[config.mk]
export PLATFORM = sky130hd
export DESIGN_NAME = row_accumulator
export DESIGN_NICKNAME = d
export VERILOG_FILES = /design/src/rtl/row_acc_pkg.sv /design/src/rtl/row_add_sat.sv /design/src/rtl/row_accumulator.sv
export SDC_FILE = /design/constraint.sdc
export NUM_CORES = 1
export LEC_CHECK = 0
export ABC_AREA = 1
export CORE_ASPECT_RATIO = 1.4
export CORE_MARGIN = 4
export CORE_UTILIZATION = 40
export CTS_BUF_LIST = sky130_fd_sc_hd__clkbuf_8
export DETAILED_ROUTE_END_ITERATION = 8
export GPL_ROUTABILITY_DRIVEN = 1
export PLACE_DENSITY = 0.73
export SYNTH_ARGS = -nofsm -noshare
export SYNTH_HDL_FRONTEND = slang
export SYNTH_SLANG_ARGS = --single-unit
[constraint.sdc]
create_clock -name clk -period 5.4 [get_ports clk]
set_clock_uncertainty 0.15 [all_clocks]
set_input_delay 1.08 -clock clk [delete_from_list [all_inputs] [get_ports clk]]
set_output_delay 1.08 -clock clk [all_outputs]
set_load 0.005 [all_outputs]
[src/rtl/row_acc_pkg.sv]
// Shared types and defaults for the streaming row accumulator and its element adder.
package row_acc_pkg;

  localparam int WIDTH_DEF = 16;
  localparam int FEAT_DEF  = 3;
  localparam int CNT_W_DEF = 8;

  typedef enum logic [1:0] {
    INIT = 2'd0,
    ACC  = 2'd1,
    OUT  = 2'd2
  } state_t;

  // Row shape at the default geometry; parameterised instances declare their own arrays.
  typedef logic [WIDTH_DEF-1:0] row_t [0:FEAT_DEF-1];

endpackage

[src/rtl/row_add_sat.sv]
// One feature element adder: WIDTH-bit unsigned add with wrap or clamp on carry-out.
module row_add_sat #(
  parameter int WIDTH    = 16,
  parameter int SATURATE = 0
) (
  input  logic [WIDTH-1:0] a,
  input  logic [WIDTH-1:0] b,
  output logic [WIDTH-1:0] sum,
  output logic             ovf
);

  logic [WIDTH:0] full;

  assign full = {1'b0, a} + {1'b0, b};
  assign ovf  = full[WIDTH];
  assign sum  = ((SATURATE != 0) && full[WIDTH]) ? '1 : full[WIDTH-1:0];

endmodule

[src/rtl/row_accumulator.sv]
// Sums a variable-length group of feature rows (terminated by in_last) into one result row
// with the group's row count and a sticky overflow flag.
module row_accumulator
  import row_acc_pkg::*;
#(
  parameter int WIDTH    = WIDTH_DEF,
  parameter int FEAT     = FEAT_DEF,
  parameter int CNT_W    = CNT_W_DEF,
  parameter int SATURATE = 0
) (
  input  logic             clk,
  input  logic             rst,
  input  logic             in_valid,
  output logic             in_ready,
  input  logic [WIDTH-1:0] in_row [0:FEAT-1],
  input  logic             in_last,
  output logic             out_valid,
  input  logic             out_ready,
  output logic [WIDTH-1:0] out_row [0:FEAT-1],
  output logic [CNT_W-1:0] out_count,
  output logic             out_ovf
);

  // valid/ready: a beat moves on a rising edge where valid and ready are both high;
  // a producer holds valid and data stable until that edge, ready never depends on valid.

  state_t           state;
  logic             first;
  logic [WIDTH-1:0] acc      [0:FEAT-1];
  logic [WIDTH-1:0] op_a     [0:FEAT-1];
  logic [WIDTH-1:0] sum      [0:FEAT-1];
  logic [FEAT-1:0]  elem_ovf;
  logic [CNT_W-1:0] cnt;
  logic [CNT_W-1:0] cnt_next;
  logic             ovf;
  logic             ovf_next;
  logic             accept;

  assign accept = in_valid && in_ready;

  // Zeroing the accumulator operand on the first beat makes the add a plain load.
  for (genvar gi = 0; gi < FEAT; gi++) begin : g_elem
    assign op_a[gi] = first ? '0 : acc[gi];

    row_add_sat #(
      .WIDTH    (WIDTH),
      .SATURATE (SATURATE)
    ) u_add (
      .a   (op_a[gi]),
      .b   (in_row[gi]),
      .sum (sum[gi]),
      .ovf (elem_ovf[gi])
    );
  end

  always_comb begin
    cnt_next = cnt;
    ovf_next = ovf;
    if (first) begin
      cnt_next = CNT_W'(1);
      ovf_next = 1'b0;
    end else begin
      cnt_next = (&cnt) ? cnt : cnt + 1'b1;
      ovf_next = ovf | (|elem_ovf);
    end
  end

  always_ff @(posedge clk or posedge rst) begin
    if (rst) begin
      state     <= INIT;
      in_ready  <= 1'b0;
      out_valid <= 1'b0;
      first     <= 1'b1;
      cnt       <= '0;
      ovf       <= 1'b0;
      out_count <= '0;
      out_ovf   <= 1'b0;
      for (int i = 0; i < FEAT; i++) begin
        acc[i]     <= '0;
        out_row[i] <= '0;
      end
    end else begin
      case (state)
        INIT: begin
          state    <= ACC;
          in_ready <= 1'b1;
        end
        ACC: begin
          if (accept) begin
            for (int i = 0; i < FEAT; i++) acc[i] <= sum[i];
            cnt   <= cnt_next;
            ovf   <= ovf_next;
            first <= in_last;
            if (in_last) begin
              state     <= OUT;
              in_ready  <= 1'b0;
              out_valid <= 1'b1;
              out_count <= cnt_next;
              out_ovf   <= ovf_next;
              for (int i = 0; i < FEAT; i++) out_row[i] <= sum[i];
            end
          end
        end
        OUT: begin
          if (out_ready) begin
            state     <= ACC;
            in_ready  <= 1'b1;
            out_valid <= 1'b0;
          end
        end
        default: begin
          state     <= INIT;
          in_ready  <= 1'b0;
          out_valid <= 1'b0;
        end
      endcase
    end
  end

endmodule

==> results.yml <==
clocking:
  cts_tree: "done"
  cts.repair.resized: 0
  ctsHoldBuffers: 0
  clkTransAtPathRegs_ns: 0.07
  h-tree-depth: 4
  clk_path_buf_depth: 2
  ctsRootBufferMaster: "clkbuf_8"
  cts_made_buffers: 17
  clkLatencyLatePin_ns: 0.45
  clock-sinks: 118
  cts_setup_buffers: 0
power:
  powerDensity_nw_per_um2: 579
  clkPwrFrac_pct: 18.2
  power_mw: 5.25
  ir_drop_uv: 218
  seqPwrFrac_pct: 29.7
  p_int_mw: 3.03
  switching_share_pct: 42.3
  pwr-share-comb_pct: 52.1
  p_switching_mw: 2.22
  leakage_nw: 4.61
route:
  viasPerCell: 4.92
  final_antenna_net_count: 0
  first_pass_iters: 5
  route.detailed.drc: 0
  wirelength_um: 18400
  wl_per_cell_um: 13.6
  vias: 6635
  first_iter_violations: 372
finish:
  diodes: 0
  layout-drive-gt1-share_pct: 4.51
  post-route-util_pct: 50.6
  synthToLayoutAreaGrowth_pct: 24.6
  finalNetCount: 1200
global_route:
  grt_pass1_wl_um: 31200
  grt_pass1_vias: 6632
  globalRouteTotalUtil_pct: 19.0
  grt_max_degree: 80
  grt_overflow: 0
  use_met3_pct: 3.65
  grt_use_met2_pct: 33.2
  grt.met1_usage_pct: 23.0
  busiest_layer: "met2"
  antenna_found_initial: 0
outcome:
  outcome: "finished, final reports clean"
floorplan:
  dieArea_um2: 20400
  start_util_pct: 40.6
  die_x_um: 122
  die_h_um: 168
  core_um2: 17900
  pin_count: 112
  num_rows: 58
sta:
  fmax_mhz: 298
  slew_headroom_pct: 33.1
  hold_viol: 0
  fin_crit_ns: 3.35
  worstMarginPinSlew_ns: 1.00
  setup_violations: 0
  drv_slew: 0
  rsz0062_at_grt: "no"
  post-route-period-util_pct: 62.1
  final.setup.tns_ns: 0
worst_setup_path:
  crit_required_ns: 5.57
  start_kind: "input pin"
  rr_worst_depth: 11
  r2r-start: "first"
  arrival_ns: 3.52
  cp_max_fo: 36
  crit_type: "in -> reg"
  r2r-end: "acc[12]"
  end_kind: "register"
  rrSetupSlack_ns: 2.12
hold_path:
  worstHoldEndpoint: "out_row[0]"
  whs_path_depth: 2
  hp-class: "reg -> reg"
  min-delay-start: "out_row[0]"
logic_synthesis:
  async_flop_share_pct: 100
  yosys.area.top_type_share_pct: 40.2
  ys_seq_area_share_pct: 40.6
  synth.yosys.warnings: 0
  synth_nets: 1094
  synthTopCellsByCount: "294 x nand2_1, 117 x dfrtp_1, 105 x inv_1"
  synthesis.area_um2: 7280
  synthTopCellsByArea: "dfrtp_1 40%, nand2_1 15%, ha_1 8.4%, nand3_1 6.3%, o21ai_1 5.5%"
  synth.most_common_cell: "nand2_1"
  synth.avg_cell_area_um2: 7.36
  synthCells: 989
  synth_area_leader_cell: "dfrtp_1"
  synthFlopType: "dfrtp_1"
  synth_edf_count: 0
  netlist-cell-type-count: 36
  synth-seq-cells: 118
flow_run:
  cap_violations: 0
placement:
  port_buffers: 111
  dpl.hpwl_um: 13500
  globalplace.congestion: 0.896
[metrics by stage]
stage	hold WS, ns	instances	setup WS [ns]	instance area, um2
final	0.324	1348	2.05	9060
after floorplan	0.299	989	1.04	7280
after CTS	0.327	1348	2.01	9060
after global placement	0.303	1316	1.60	8600
after detailed placement	0.309	1316	1.53	8600
after global routing	0.360	1348	1.84	9060
[worst max path at each step]
stage / from / to / cells after the start
6_report: in_valid / out_row[20] / 9
5_1_grt: first / acc[10] / 13
4_1_cts: in_valid / out_row[19] / 9
3_5_place_dp: in_valid / out_row[35] / 9
3_3_place_gp: in_valid / out_row[24] / 9
2_1_floorplan: rst / acc[0] / 1
[cells by family after synthesis]
| kind of cell | synth area share, % |
|---|---|
| simple gates | 28.3 |
| compound gates | 11.2 |
| buf+inv | 8.01 |
| xor+xnor | 2.65 |
| flops | 40.6 |
| fa+ha+maj | 9.25 |
[state kept, by name, indices dropped and copies added, names as in the netlist]
register   count
out_valid      1
cnt            8
ovf            1
out_ovf        1
state          2
out_count      8
acc           48
out_row       48
first          1
[placed cells by master (no fill, tap or decap), types with 4 or more instances in the layout]
cell type,n
nand2_1,294
dfrtp_1,117
clkdlybuf4s50_1,111
inv_1,104
nand3_1,91
nor2_1,87
o21ai_1,80
ha_1,49
a21oi_1,46
clkbuf_8,19
xor2_1,12
o21ai_0,11
xnor2_1,10
inv_2,7
nand3b_1,7
a21o_1,7
nor3_1,5
bufinv_16,5
buf_4,5
nand4_1,4
o21bai_1,4
clkinv_2,4
[layer usage]
| metal | vias up | wire length [um] |
|---|---|---|
| met4 | 0 | 489 |
| met3 | 37 | 614 |
| met1 | 3063 | 8130 |
| met2 | 131 | 9160 |
| li1 | 3404 | - |
| met5 | - | 0 |
[power by group through the flow]
stage	clock, mW	sequential, mW	combinational [mW]
final	0.955	1.56	2.73
after floorplan	0	1.49	1.90
after detailed placement	0	1.58	2.74
after global placement	0	1.58	2.67
after global routing	1.02	1.62	3.13
after CTS	0.977	1.57	2.76
[critical path: stages]
cell and delay [ns]:
clkdlybuf4s50_1 0.49, nand2_1 0.10, nor2_4 0.10, inv_2 0.06, nor2_4 0.70, inv_2 0.41
buf_4 0.38, nand2_1 0.10, o21ai_1 0.06
[layout make-up]
type / instances / area, um2
clock buffers: 19 / 262
clock inverters: 13 / 203
fillers: 1752 / 8860
inverters: 115 / 434
multi-input cells: 726 / 3740
flip-flops and latches: 118 / 2950
well taps: 240 / 300
repair buffers: 117 / 1170
No activity file was read; power rests on OpenSTA's default activity.
